[src/rtl/multicycle_adder_pkg.sv]
// Shared types and constants for the multicycle adder: slice width, FSM state
// encoding and the helper that turns an operand width into a slice count.
package multicycle_adder_pkg;

   localparam int SLICE_W = 4;

   typedef enum logic [1:0] {
      IDLE = 2'd0,
      BUSY = 2'd1,
      DONE = 2'd2
   } AdderState;

   function automatic int nslice(input int width);
      return width / SLICE_W;
   endfunction

endpackage

[src/rtl/multicycle_adder_seq_slice.sv]
// The team's 4-bit ripple-carry slice; purely combinational, reused by the
// sequential adder once per cycle.
module ripple_carry_4Bit (
   input  logic [3:0] a,
   input  logic [3:0] b,
   input  logic       cin,
   output logic [3:0] sum,
   output logic       cout
);

   logic [4:0] carry;

   // Classic full-adder chain: each bit consumes the carry of the bit below.
   always_comb begin
      carry    = '0;
      sum      = '0;
      carry[0] = cin;
      for (int i = 0; i < 4; i++) begin
         sum[i]       = a[i] ^ b[i] ^ carry[i];
         carry[i + 1] = (a[i] & b[i]) | (carry[i] & (a[i] ^ b[i]));
      end
      cout = carry[4];
   end

endmodule

[src/rtl/multicycle_adder_seq.sv]
// Sequential WIDTH-bit adder that time-multiplexes one 4-bit ripple slice,
// with valid/ready on both sides. Optional ovf output: MULTICYCLE_ADDER_OVF_EN.
module multicycle_adder_seq
   import multicycle_adder_pkg::*;
#(
   parameter int WIDTH = 16
) (
   input  logic             clk,
   input  logic             rst,
   input  logic             in_valid,
   output logic             in_ready,
   input  logic [WIDTH-1:0] a,
   input  logic [WIDTH-1:0] b,
   input  logic             cin,
   output logic             out_valid,
   input  logic             out_ready,
   output logic [WIDTH-1:0] sum,
   output logic             cout
`ifdef MULTICYCLE_ADDER_OVF_EN
   ,
   output logic             ovf
`endif
);

   localparam int NSLICE = nslice(WIDTH);
   localparam int IDX_W  = (NSLICE > 1) ? $clog2(NSLICE) : 1;
   localparam logic [IDX_W-1:0] LAST_IDX = IDX_W'(NSLICE - 1);

   // Reject widths that cannot be split into whole slices.
   if (WIDTH <= 0 || (WIDTH % SLICE_W) != 0) begin : gBadWidth
      $error("multicycle_adder_seq: WIDTH must be a positive multiple of 4");
   end

   AdderState          state;
   AdderState          stateNext;
   logic [WIDTH-1:0]   aReg;
   logic [WIDTH-1:0]   bReg;
   logic               carryReg;
   logic [IDX_W-1:0]   idx;
   logic [SLICE_W-1:0] sliceA;
   logic [SLICE_W-1:0] sliceB;
   logic [SLICE_W-1:0] sliceSum;
   logic               sliceCout;
   logic               accept;
   logic               lastSlice;
   logic               outFire;

   assign sliceA    = aReg[SLICE_W*idx +: SLICE_W];
   assign sliceB    = bReg[SLICE_W*idx +: SLICE_W];
   assign accept    = in_valid && in_ready;
   assign lastSlice = (state == BUSY) && (idx == LAST_IDX);
   assign outFire   = out_valid && out_ready;

   ripple_carry_4Bit uSlice (
      .a    (sliceA),
      .b    (sliceB),
      .cin  (carryReg),
      .sum  (sliceSum),
      .cout (sliceCout)
   );

   // State register; reset wins over any handshake on the same edge.
   always_ff @(posedge clk) begin
      if (rst) begin
         state <= IDLE;
      end else begin
         state <= stateNext;
      end
   end

   // Next-state logic. Input side is only open in IDLE so a new operand pair
   // can never overlap a pending result.
   always_comb begin
      stateNext = state;
      in_ready  = 1'b0;
      case (state)
         IDLE: begin
            in_ready = 1'b1;
            if (in_valid) begin
               stateNext = BUSY;
            end
         end
         BUSY: begin
            if (idx == LAST_IDX) begin
               stateNext = DONE;
            end
         end
         DONE: begin
            if (out_ready) begin
               stateNext = IDLE;
            end
         end
         default: begin
            stateNext = IDLE;
         end
      endcase
   end

   // Datapath: capture operands on accept, then feed one slice per cycle,
   // writing its nibble of the result and carrying the carry forward.
   always_ff @(posedge clk) begin
      if (rst) begin
         aReg      <= '0;
         bReg      <= '0;
         carryReg  <= 1'b0;
         idx       <= '0;
         sum       <= '0;
         cout      <= 1'b0;
         out_valid <= 1'b0;
      end else begin
         if (accept) begin
            aReg     <= a;
            bReg     <= b;
            carryReg <= cin;
            idx      <= '0;
         end
         if (state == BUSY) begin
            sum[SLICE_W*idx +: SLICE_W] <= sliceSum;
            carryReg                    <= sliceCout;
            if (lastSlice) begin
               idx       <= '0;
               cout      <= sliceCout;
               out_valid <= 1'b1;
            end else begin
               idx <= idx + 1'b1;
            end
         end
         if (outFire) begin
            out_valid <= 1'b0;
         end
      end
   end

`ifdef MULTICYCLE_ADDER_OVF_EN
   // Signed overflow: the carry into the top bit is recovered from the top
   // operand bits and the freshly computed top sum bit, then XORed with cout.
   always_ff @(posedge clk) begin
      if (rst) begin
         ovf <= 1'b0;
      end else if (lastSlice) begin
         ovf <= aReg[WIDTH-1] ^ bReg[WIDTH-1] ^ sliceSum[SLICE_W-1] ^ sliceCout;
      end else if (outFire) begin
         ovf <= 1'b0;
      end
   end
`endif

endmodule

[config.mk]
export PLATFORM = sky130hd
export DESIGN_NAME = multicycle_adder_seq
export DESIGN_NICKNAME = d
export VERILOG_FILES = /design/src/rtl/multicycle_adder_pkg.sv /design/src/rtl/multicycle_adder_seq_slice.sv /design/src/rtl/multicycle_adder_seq.sv
export SDC_FILE = /design/constraint.sdc
export NUM_CORES = 1
export LEC_CHECK = 0
export CORE_MARGIN = 5
export CORE_UTILIZATION = 40
export CTS_CLUSTER_SIZE = 20
export DETAILED_ROUTE_END_ITERATION = 6
export PLACE_DENSITY = 0.78
export RECOVER_POWER = 25
export SYNTH_ARGS = -nofsm -noshare
export SYNTH_HDL_FRONTEND = slang
export SYNTH_SLANG_ARGS = --single-unit
[constraint.sdc]
create_clock -name clk -period 4.6 [get_ports clk]
set_clock_uncertainty 0.05 [all_clocks]
set_input_delay 0.92 -clock clk [delete_from_list [all_inputs] [get_ports clk]]
set_output_delay 0.92 -clock clk [all_outputs]
set_load 0.01 [all_outputs]
* Word level (Yosys, flattened, before mapping) *
Cells that the tools add are included.
Widths: inputs -> output; s select.

operators by class
  add/subtract/negate cells = 2
  $mul = 0
  div/mod/pow operators = 0
  order comparisons = 0
  equality and inequality tests = 6
  shift operators = 4
  muxes and demuxes = 11
  bitwise logic cells = 20
  reductions and logical operators = 8

operators by type and width
  operator                 number
  $neg 4->34               1
  $shift 4x34->16 const A  1
  $shiftx 4x34->16         1
  $shiftx 16x5->4          2
  $bwmux 16                1
  $mux 2                   6
  $and 1x1->1              8
  $xor 1x1->1              8
  $ne 2x2->1 const B       3
  $pmux 2 s3               1
  $eq 2x2->1 const B       2
  $or 1x1->1               4
  $logic_and 1x1->1        3
  $mux 1                   3
  $reduce_and 3->1         1
  $add 2x1->2 const B      1
  $eq 2x1->1 const B       1
  $logic_not 2->1          1
  $reduce_and 2->1         1
  $reduce_bool 2->1        1
  $reduce_or 2->1          1

storage, ports and cells
  register bits = 55
  bits in latches = 0
  RAM bits = 0
  memory bits (read-only) = 0
  output and inout port bits = 19
  memories kept = 0

* Logic depth before layout (Yosys ltp) *
Gate-level depths: netlist (run 1).

  depth after elaboration = 11
  mapped depth = 8
  gate-level depth less buffers = 7

* Modules after synthesis *
From an unflattened synthesis (run 1), not the netlist that was laid out.

unflattened totals
  cells, all modules = 268
  area total of the unflattened synthesis = 2456.1 um^2

by module, submodules not included
  module                times used  cells an instance  area each (um^2)  sequential area each (um^2)
  multicycle_adder_seq  1           254                2338.5            1101.1
  ripple_carry_4Bit     1           14                 117.6             0.0

* Worst setup path before layout (run 1) *
OpenSTA, ideal clock, no wires.

  path type = register to register
  from = register idx[0]
  to = register sum[11]
  setup time = 0.071 ns
  data arrival time = 3.126 ns
  required time = 4.479 ns
  setup slack = 1.354 ns
  stages on the path, launching flop included = 9
  path buffers = 1
  period minus slack after synthesis = 3.246 ns
  path through = dfxtp_1 -> buf_2 -> mux4_2 -> fa_1 -> fa_1 -> fa_1 -> fa_1 -> nand4_1 -> a21oi_1

between the ends
  word-level cells in the longest chain between the ends = 11
  elaborated cells on any way between the ends = 23
  those cells by class = add/sub: 1; shift: 4; mux: 1; bitwise: 17

ends and longest elaborated chain
  what                                RTL line                                                            text
  from (decl)                         multicycle_adder_seq.sv:39                                          logic [IDX_W-1:0] idx;
  from (signal assigned)              multicycle_adder_seq.sv:125                                         idx <= idx + 1'b1;
  $shiftx 16x5->4 (on tied branches)  multicycle_adder_seq.sv:48, multicycle_adder_seq.sv:49
  $xor 1x1->1                         multicycle_adder_seq_slice.sv:19, multicycle_adder_seq_slice.sv:20
  $and 1x1->1                         multicycle_adder_seq_slice.sv:20                                    carry[i + 1] = (a[i] & b[i]) | (carry[i] & (a[i] ^ b[i]));
  $or 1x1->1                          multicycle_adder_seq_slice.sv:20
  $and 1x1->1                         multicycle_adder_seq_slice.sv:20
  $or 1x1->1                          multicycle_adder_seq_slice.sv:20
  $and 1x1->1                         multicycle_adder_seq_slice.sv:20
  $or 1x1->1                          multicycle_adder_seq_slice.sv:20
  $xor 1x1->1                         multicycle_adder_seq_slice.sv:19                                    sum[i] = a[i] ^ b[i] ^ carry[i];
  $shiftx 4x34->16                    multicycle_adder_seq.sv:118                                         sum[SLICE_W*idx +: SLICE_W] <= sliceSum;
  $bwmux 16 *                         multicycle_adder_seq.sv:118
  to (signal, indexed assignment)     multicycle_adder_seq.sv:118
  to (decl)                           multicycle_adder_seq.sv:17                                          output logic [WIDTH-1:0] sum,

Every way passes the cells marked *; elsewhere a longest branch is shown, timed or not.
A chain may end at the register's enable or synchronous reset.

* Worst setup path in the final report (run 1) *
Same ends and word-level chain as after synthesis.

==> summary.md, run 1 <==
| Metric | Value |
|---|---|
| Critical Path Stages | 7 |
| Post_cts resized | 0 |
| Setup TNS | 0 ns |
| Area Growth Syn to Fin | 26.1% |
| Critical path type | register to register |
| Req. time, crit path | 4.79 ns |
| DP HPWL | ~4100 um |
| CP Launch Type | register |
| Clock period minus final worst setup slack | 3.65 ns |
| Slew Viols, Final | 0 |
| N_diodes | 0 |
| FP Rows | 28 |
| Antenna-violating nets left | 0 |
| Synth Area in Simple Gates | 0.215 |
| PwrDens | between 300 and 400 nW/um2 |
| Cell total after placement | around 380 |
| Hold Buf Count CTS | 0 |
| Leak | 1.13 nW |
| Syn nets | ~320 |
| Post-synthesis xor/xnor area fraction | 0 |
| Worst hold slack | 0.405 ns |
| Relative slew slack | 0.271 |
| Status | completed |
| Detailed Routing Iterations Pass 1 | 4 |
| Routability Congestion | 0.846 |
| Worst flop-to-flop path endpoint | sum[11] |
| Drt first-iter violations | ~130 |
| H-tree levels | 2 |
| Seq/Total Area, Yosys | 0.452 |
| Worst Setup SP | idx[0] |
| R2R depth | 7 |
| First-pass GRT wire length | 9470 um |
| Die X | between 80 and 90 um |
| Critical-path maximum fanout | 15 |
| Fin nets | approximately 360 |
| Worst Tran Pin Value | approximately 1.1 ns |
| Largest net degree at the start of global routing | 60 |
| TritonCTS Buffers | 5 |
| Via Count | 2016 |
| Unrepaired setup endpoints after global routing | false |
| Cell taking the most area after synthesis | dfxtp_1 |
| # port buffers | 55 |
| Vias/cell | roughly 5.2 |
| Delay-heaviest family, CP | adder cells |
| Setup Fix Bufs, Post-CTS | 0 |
| Number of global-route vias before repair | 1964 |
| Compound-Gate Fraction of Synth Area | 0.133 |
| Final Hold Fails | 0 |
| IO Pins | 56 |
| Critical path's largest stage delay | approximately 0.81 ns |
| GR Util All Layers | 0.156 |
| Initial antenna violation count | 0 |
| Cell area after layout | 3070 um2 |
| Worst Hold Class | register to register |
| #FFs+latches synth | 55 |
| CTS root buf | clkbuf_8 |
| Yosys cell types | 30 |
| Fmax | around 270 MHz |
| Peak supply drop | 0.171 mV |
| Clock-pin slew on the worst setup and hold paths | about 0.10 ns |
| CP Capture Type | register |
| CP Buf/Inv Count | 0 |
| Synthesized cell area | 2440 um2 |
| CTS tree | built |
| Core area | about 5900 um2 |
| Drt wl/cell | ~14 um |
| CP cell instances | mux4_2 > fa_1 > fa_1 > fa_1 > fa_1 > nand4_1 > a21oi_1 |
| FILL cells | 560 |
| Period utilization | 0.794 |
| Main area contributors after synthesis | dfxtp_1, nand2_1, a21oi_1 |
| Final WL | about 5500 um |
| Clock Sinks | 55 |
| Overflow after GRT | 0 |
| MaxCap Viol Count | 0 |
| CTS Buffer Depth | 2 |
| Gate Count Post-Synth | around 270 |
| Initial core utilization | 0.412 |
| Setup violators final | 0 |
| FF-to-FF setup slack | about 0.95 ns |
| Cell area after placement | ~3000 um2 |
| Share of layout cells above drive strength 1 | 0.0665 |
| Adder-cell area share of the yosys netlist | 0.0637 |
| Arrival time at the worst endpoint | around 3.8 ns |
| Crit path to | sum[11] |
| Chip Height | 88.1 um |
| Die footprint | between 7000 and 8000 um2 |
| Layout Cells excl Fill | about 390 |
| Clk_lat worst skew | 0.31 ns |
| Mean area per synthesized cell | 8.99 um2 |
| DRC Markers | 0 |
| Slowest cell on crit path | dfxtp_1 |
| Multiplexer area fraction after synthesis | 0.0785 |
| Final core occ | 0.519 |
| Top cell by count, worst path | fa_1 |
| Reg2Reg Launch Point | idx[0] |
| Largest family of logic cells by synthesized area | simple AND/OR/NAND/NOR gates |
| Ys Warns | 0 |
| Top-area cell type share of the netlist area | 0.452 |
-- cells in the mapped netlist --
master / number
nand2_1: 73
dfxtp_1: 55
a21oi_1: 45
inv_1: 11
mux4_2: 8
nand4_1: 8
nor2_1: 8
o32ai_1: 8
buf_2: 7
ha_1: 6
nand2b_1: 6
clkbuf_1: 5
fa_1: 4
buf_1: 3
buf_6: 3
nand3b_1: 3
and2_1: 2
nor2b_1: 2
nor3b_2: 2
or3b_1: 2
a31oi_1: 1
and3b_1: 1
mux2_2: 1
nand3_1: 1
nand3_2: 1
nand4b_1: 1
nor4bb_1: 1
o21a_1: 1
o21ai_0: 1
o221a_2: 1
-- area by class of cell --
class | instances | area [um2] | share of cell area
multi-input combinational | 187 | 1200 | 0.391
sequential | 55 | 1100 | 0.358
timing repair buffer | 55 | 546 | 0.178
tap | 75 | 93.8 | 0.0305
clock buffer | 6 | 72.6 | 0.0236
inverter | 11 | 41.3 | 0.0134
clock inverter | 2 | 16.3 | 0.00529
-- cells in the final DEF, fill, tap and decap left out, drive strengths merged, types with 3 or more instances in the layout --
cell / n
ha: 6
inv: 12
clkbuf: 6
nand2: 73
clkdlybuf4s50: 38
dfxtp: 55
o32ai: 8
nand3b: 3
dlygate4sd3: 16
nor2: 8
mux4: 8
a21oi: 45
fa: 4
nand2b: 6
nand4: 8
-- power by group --
part	internal, W	switching, W	total, W	leakage, nW
Clock	0.000110	0.000157	0.000266	0.0418
Combinational	0.0000714	0.0000684	0.000140	0.636
Sequential	0.000498	0.0000193	0.000517	0.449
-- layer usage --
| metal | track usage | routed length, um | part of all wire |
|---|---|---|---|
| met1 | 0.209 | 2380 | 0.43 |
| met2 | 0.253 | 2740 | 0.50 |
| met3 | 0.0339 | 319 | 0.058 |
| met5 | 0 | 0 | 0 |
| met4 | 0.0495 | 76 | 0.014 |
-- flip-flops by register name (all words and copies together), names as in the netlist --
register	count
out_valid	1
cout	1
state	2
sum	16
carryReg	1
bReg	16
aReg	16
idx	2
-- worst min-delay path, stage by stage, from the launching register on --
cell,delay [ns]
dfxtp_1,0.32
nand2_1,0.05
a21oi_1,0.05
-- logic make-up (layout without fill, tap and decap cells) --
| logic type | count (synthesis) | after routing |
|---|---|---|
| buf+inv | 29 | 74 |
| flops | 55 | 55 |
| mux | 9 | 9 |
| fa+ha+maj | 10 | 10 |
| compound gates | 57 | 57 |
| simple gates | 111 | 111 |
-- through the flow --
stage	setup WS, ns	power, W
6_report	0.946	0.000923
5_1_grt	0.772	0.000970
4_1_cts	0.904	0.000932
3_5_place_dp	0.997	0.000669
3_3_place_gp	1.10	0.000664
2_1_floorplan	1.35	0.000612
-- how the worst min path moves through the flow --
stage	from	endpoint	slack (ns)	cells past startpoint
3_5_place_dp	aReg[7]	aReg[7]	0.40	2
3_3_place_gp	sum[9]	sum[9]	0.39	2
2_1_floorplan	aReg[10]	aReg[10]	0.38	2
5_1_grt	sum[8]	sum[8]	0.43	2
6_report	sum[8]	sum[8]	0.41	2
4_1_cts	aReg[7]	aReg[7]	0.41	2
Power figures use the tool's default switching activity.
==> run 2: changes to the inputs <==
clock period = 3.38 ns   (was 4.6 ns; I/O delays follow)
==> run 2 against run 1 <==
  * Sequential cell count stayed put
  * Combinational power is 42% higher
  * Final cell count is 1.8% higher
  * Critical path depth stayed put
  * Non-clock buffer count grew 7
  * Fmax increased by 17%
  * Total power grew 53%
  * First-iteration DRC count shrank 0.79%
  * Largest power group unchanged
==> summary.md, run 2 (synthesized netlist as in run 1, its figures left out) <==
| Metric | Value |
|---|---|
| Final WL | 5490 um (-0.29%) |
| Worst Tran Pin Value | 0.739 ns (-0.354 ns) |
| Period utilization | 0.921 (+0.127) |
| Antenna-violating nets left | 0 (unchanged) |
| Clock Sinks | 55 (unchanged) |
| Arrival time at the worst endpoint | 3.30 ns (-0.54 ns) |
| # port buffers | 55 (unchanged) |
| Design Power | 0.00141 W (+53%) |
| FP Rows | 28 (unchanged) |
| IO Pins | 56 (unchanged) |
| Top cell by count, worst path | fa_1 |
| Setup TNS | 0 ns (unchanged) |
| Status | completed |
| Final core occ | 0.534 (+0.0154) |
| Worst Hold Class | register to register |
| DP HPWL | 4080 um (-0.49%) |
| Detailed Routing Iterations Pass 1 | 4 (unchanged) |
| TritonCTS Buffers | 5 (unchanged) |
| MaxCap Viol Count | 0 (unchanged) |
| Critical path's largest stage delay | 0.55 ns (-0.26 ns) |
| CP Capture Type | register |
| N_diodes | 0 (unchanged) |
| Hold Path End | sum[11] |
| Slew Viols, Final | 0 (unchanged) |
| Share of layout cells above drive strength 1 | 0.0836 (+0.0171) |
| Area Growth Syn to Fin | 29.8% |
| Setup Fix Bufs, Post-CTS | 0 (unchanged) |
| Hold path depth | 2 (unchanged) |
| Req. time, crit path | 3.57 ns (-1.22 ns) |
| PwrDens | 445 nW/um2 (+48%) |
| Setup violators final | 0 (unchanged) |
| Overflow after GRT | 0 (unchanged) |
| Die X | 88.1 um (unchanged) |
| Reg2Reg Launch Point | idx[0] |
| Fmax | 321 MHz (+17%) |
| First-pass GRT wire length | 9160 um (-3.3%) |
| CP cell instances | mux4_2 > fa_1 > fa_1 > fa_1 > fa_1 > nand4_1 > a21oi_1 |
| Clock period minus final worst setup slack | 3.11 ns (-0.540 ns) |
| GR Util All Layers | 0.151 (-0.00487) |
| Final Hold Fails | 0 (unchanged) |
| Grt met2 use | 0.260 (+0.00616) |
| Critical-path maximum fanout | 4 (-11) |
| Clock-pin slew on the worst setup and hold paths | 0.10 ns (about the same) |
| Core area | 5920 um2 (unchanged) |
| Met1 Use GR | 0.189 (-0.0194) |
| Initial core utilization | 0.412 (unchanged) |
| H-tree levels | 2 (unchanged) |
| Commonest cells after routing, fill and taps aside | nand2_1, dfxtp_1, a21oi_1 |
| Slowest cell on crit path | mux4_2 |
| Hold path startpoint | sum[11] |
| CTS root buf | clkbuf_8 |
| Peak supply drop | 0.271 mV (+59%) |
| Hold Buf Count CTS | 0 (unchanged) |
| Clk_lat worst skew | 0.31 ns (about the same) |
| Most common cell after layout, fill and taps aside | nand2_1 |
| Die footprint | 7750 um2 (unchanged) |
| CP Buf/Inv Count | 0 (unchanged) |
| Vias/cell | 5.06 (-1.9%) |
| CTS tree | built |
| Largest regs | aReg: 16 flops, bReg: 16 flops, sum: 16 flops |
| Via Count | 2014 (-0.099%) |
| Routing usage on met3 | 0.0357 (+0.00188) |
| Relative slew slack | 0.506 (+0.235) |
| Drt first-iter violations | 125 (-0.79%) |
| Chip Height | 88.1 um (unchanged) |
| Number of global-route vias before repair | 1964 (unchanged) |
| Routability Congestion | 0.867 (+2.4%) |
| R2R depth | 7 (unchanged) |
| Leak | 1.17 nW (+4.2%) |
| CP Launch Type | register |
| Worst flop-to-flop path endpoint | sum[7] |
| Initial antenna violation count | 0 (unchanged) |
| Post_cts resized | 0 (unchanged) |
| Drt wl/cell | 13.8 um (-2.0%) |
| FF-to-FF setup slack | 0.27 ns (-0.68 ns) |
| Critical path type | register to register |
| GR peak layer | met2 |
| Largest net degree at the start of global routing | 38 (-37%) |
| Unrepaired setup endpoints after global routing | false |
| Fin nets | 369 (+1.9%) |
| Delay-heaviest family, CP | adder cells |
| DRC Markers | 0 (unchanged) |
| CTS Buffer Depth | 2 (unchanged) |
[run 2: tightest hold or removal path, cell delays in order (launching register included)]
cell and delay (ns):
dfxtp_1 0.32, nand2_1 0.05, a21oi_1 0.05
[run 2: worst max path at each step]
stage	startpoint	endpoint	slack, ns	cells past startpoint
after global placement	idx[0]	sum[11]	0.33	7
final	idx[0]	sum[7]	0.27	7
after global routing	idx[0]	sum[7]	0.10	7
after detailed placement	idx[0]	sum[7]	0.30	7
after CTS	idx[0]	sum[7]	0.28	7
after floorplan	idx[0]	sum[11]	0.13	8
[run 2: final cells by class]
class | count | area [um2]
Inverter | 11 | 41.3
Fill cell | 524 | 2760
Multi-Input combinational cell | 187 | 1200
Timing Repair Buffer | 62 | 594
Sequential cell | 55 | 1100
Clock buffer | 5 | 68.8
Clock inverter | 3 | 67.6
Tap cell | 75 | 93.8
[run 2: per-layer routing]
layer	routed length, um	part of all wire	vias to the layer above
li1	-	-	1027
met2	2700	0.49	54
met3	318	0.058	7
met1	2410	0.44	926
met4	66	0.012	0
met5	0	0	-
[run 2: power breakdown]
group / leakage [nW] / switching (W) / internal (W)
sequential: 0.449 / 0.0000204 / 0.000677
clock: 0.0644 / 0.000216 / 0.000295
combinational: 0.660 / 0.0000974 / 0.000102
total: 1.17 / 0.000334 / 0.00107
[run 2: per-stage QoR]
step,instances,instance area [um2],setup slack [ns],hold slack [ns]
finish,398,3160,0.266,0.407
global route,398,3160,0.100,0.425
CTS,398,3170,0.281,0.408
detailed placement,390,3040,0.303,0.394
global placement,390,3040,0.329,0.387
floorplan,271,2440,0.134,0.383
==> run 3: changes to the inputs <==
CELL_PAD_IN_SITES_DETAIL_PLACEMENT = 0   (was default)
CELL_PAD_IN_SITES_GLOBAL_PLACEMENT = 1   (was default)
CORE_UTILIZATION = 37   (was 40)
PLACE_DENSITY = 0.91   (was 0.78)
==> run 3 against run 2 <==
  * First-iteration DRC count is 24% lower
  * Critical path depth stayed put
  * Hold slack worse by 0.0074 ns
  * Combinational power hardly changed
  * Fmax is 0.36% higher
  * Via count is 0.79% lower
  * Routed wire length is 3.1% lower
  * Sequential power hardly changed
  * Core utilization is 4.8 points lower
  * Critical path type unchanged
  * Largest power group unchanged
==> summary.md, run 3 (synthesized netlist as in run 1, its figures left out) <==
| Metric | Value |
|---|---|
| Area Growth Syn to Fin | 27.6% |
| Multi-input logic area | 1190 um2 (-0.52%) |
| FILL cells | 637 (+22%) |
| Unrepaired setup endpoints after global routing | false |
| Final Hold Fails | 0 (unchanged) |
| PwrDens | 409 nW/um2 (-8.0%) |
| Fmax | 322 MHz (+0.36%) |
| Drt first-iter violations | 95 (-24%) |
| Setup violators final | 0 (unchanged) |
| Clock Sinks | 55 (unchanged) |
| Seq pwr share | 0.548 (+0.053) |
| Most common cell after layout, fill and taps aside | nand2_1 |
| Clk_lat worst skew | 0.31 ns (about the same) |
| Cell area after layout | 3110 um2 (-1.7%) |
| Die X | 91.2 um (+3.5%) |
| Detailed Routing Iterations Pass 1 | 4 (unchanged) |
| Antenna-violating nets left | 0 (unchanged) |
| H-tree levels | 2 (unchanged) |
| Clock Power Share | 0.297 (-0.066) |
| Setup TNS | 0 ns (unchanged) |
| Period utilization | 0.918 (-0.00327) |
| MaxCap Viol Count | 0 (unchanged) |
| Die footprint | 8310 um2 (+7.2%) |
| First-pass GRT wire length | 8920 um (-2.6%) |
| TritonCTS Buffers | 5 (unchanged) |
| Via Count | 1998 (-0.79%) |
| Final WL | 5320 um (-3.1%) |
| Fin nets | 367 (-0.54%) |
| DRC Markers | 0 (unchanged) |
| Overflow after GRT | 0 (unchanged) |
| CTS root buf | clkbuf_8 |
| Share of layout cells above drive strength 1 | 0.0810 (-0.00259) |
| Clock-pin slew on the worst setup and hold paths | 0.10 ns (about the same) |
| Peak supply drop | 0.239 mV (-12%) |
| Layout Cells excl Fill | 398 (unchanged) |
| Slew Viols, Final | 0 (unchanged) |
| Number of global-route vias before repair | 1926 (-1.9%) |
| Initial core utilization | 0.382 (-0.0300) |
| CP Launch Type | register |
| Core area | 6390 um2 (+7.9%) |
| Chip Height | 91.2 um (+3.5%) |
| Drt wl/cell | 13.4 um (-3.1%) |
| Hold Buf Count CTS | 0 (unchanged) |
| Worst Tran Pin Value | 1.10 ns (+0.358 ns) |
| Switch Pwr | 0.000342 W (+2.4%) |
| Worst Hold Class | register to register |
| Commonest cells after routing, fill and taps aside | nand2_1, dfxtp_1, a21oi_1 |
| Arrival time at the worst endpoint | 3.29 ns (about the same) |
| Req. time, crit path | 3.57 ns (about the same) |
| Setup Fix Bufs, Post-CTS | 0 (unchanged) |
| Relative slew slack | 0.268 (-0.238) |
| Post_cts resized | 0 (unchanged) |
| # port buffers | 55 (unchanged) |
| IO Pins | 56 (unchanged) |
| Cell total after placement | 390 (unchanged) |
| N_diodes | 0 (unchanged) |
| Routability Congestion | 0.843 (-2.7%) |
| Seq. cell area | 1100 um2 (unchanged) |
| Status | completed |
| Cell area after placement | 3020 um2 (-0.62%) |
| CTS tree | built |
| Switching Fraction | 0.269 (+0.0315) |
| Combinational Power Share | 0.155 (+0.014) |
| Pint | 0.000931 W (-13%) |
| Vias/cell | 5.02 (-0.79%) |
| Critical-path maximum fanout | 4 (unchanged) |
| Initial antenna violation count | 0 (unchanged) |
| FP Rows | 29 (+3.6%) |
| DP HPWL | 4020 um (-1.6%) |
| Clock period minus final worst setup slack | 3.10 ns (-0.0111 ns) |
| CTS Buffer Depth | 2 (unchanged) |
| Leak | 1.15 nW (-1.8%) |
| Critical path type | register to register |
| Largest net degree at the start of global routing | 35 (-7.9%) |
| Largest regs | aReg: 16 flops, bReg: 16 flops, sum: 16 flops |
| CP Capture Type | register |
| GR Util All Layers | 0.128 (-0.0232) |
-- run 3: cell types whose count changed in the layout (fill, tap and decap cells not counted) --
cell / change
buf_4: -1
bufinv_16: -2
clkbuf_1: -1
inv_6: +1
inv_8: +1
nor3b_2: +1
nor3b_4: -1
-- run 3: area by class of cell --
type | count | area share
clock buffers | 5 | 0.0221
clock inverters | 3 | 0.00885
inverters | 11 | 0.0133
multi-input cells | 187 | 0.383
flip-flops and latches | 55 | 0.354
well taps | 77 | 0.0310
repair buffers | 60 | 0.188
-- run 3: worst paths after layout --
| path | start | endpoint | slack (ns) | cells past startpoint |
|---|---|---|---|---|
| max | idx[0] | sum[7] | 0.28 | 7 |
| max reg2reg | idx[0] | sum[7] | 0.28 | 7 |
| min reg2reg | sum[9] | sum[9] | 0.40 | 2 |
| min | sum[9] | sum[9] | 0.40 | 2 |
-- run 3: critical path, stage by stage, from the launching register on --
cell and delay (ns):
dfxtp_1 0.43, mux4_2 0.54, fa_1 0.41, fa_1 0.39
fa_1 0.39, fa_1 0.55, nand4_1 0.12, a21oi_1 0.16
-- run 3: power by group through the flow --
stage	Combinational, W	Sequential (W)	Clock, W
floorplan	0.000127	0.000706	0
global placement	0.000197	0.000711	0
detailed placement	0.000200	0.000713	0
CTS	0.000200	0.000698	0.000388
global route	0.000221	0.000701	0.000416
finish	0.000198	0.000697	0.000378
-- run 3: through the flow --
| step | worst slack, ns | power [W] | utilization | hold slack (ns) |
|---|---|---|---|---|
| CTS | 0.262 | 0.00129 | 0.488 | 0.407 |
| global route | 0.139 | 0.00134 | 0.487 | 0.422 |
| detailed placement | 0.291 | 0.000913 | 0.473 | 0.394 |
| global placement | 0.325 | 0.000909 | 0.473 | 0.388 |
| finish | 0.277 | 0.00127 | 0.487 | 0.400 |
| floorplan | 0.134 | 0.000833 | - | 0.383 |
-- run 3: metal layers --
| layer | up-vias | global-route usage | part of all wire |
|---|---|---|---|
| met5 | - | 0 | 0 |
| met3 | 9 | 0.0331 | 0.055 |
| li1 | 1024 | - | - |
| met1 | 917 | 0.167 | 0.46 |
| met4 | 0 | 0.0391 | 0.015 |
| met2 | 48 | 0.209 | 0.47 |
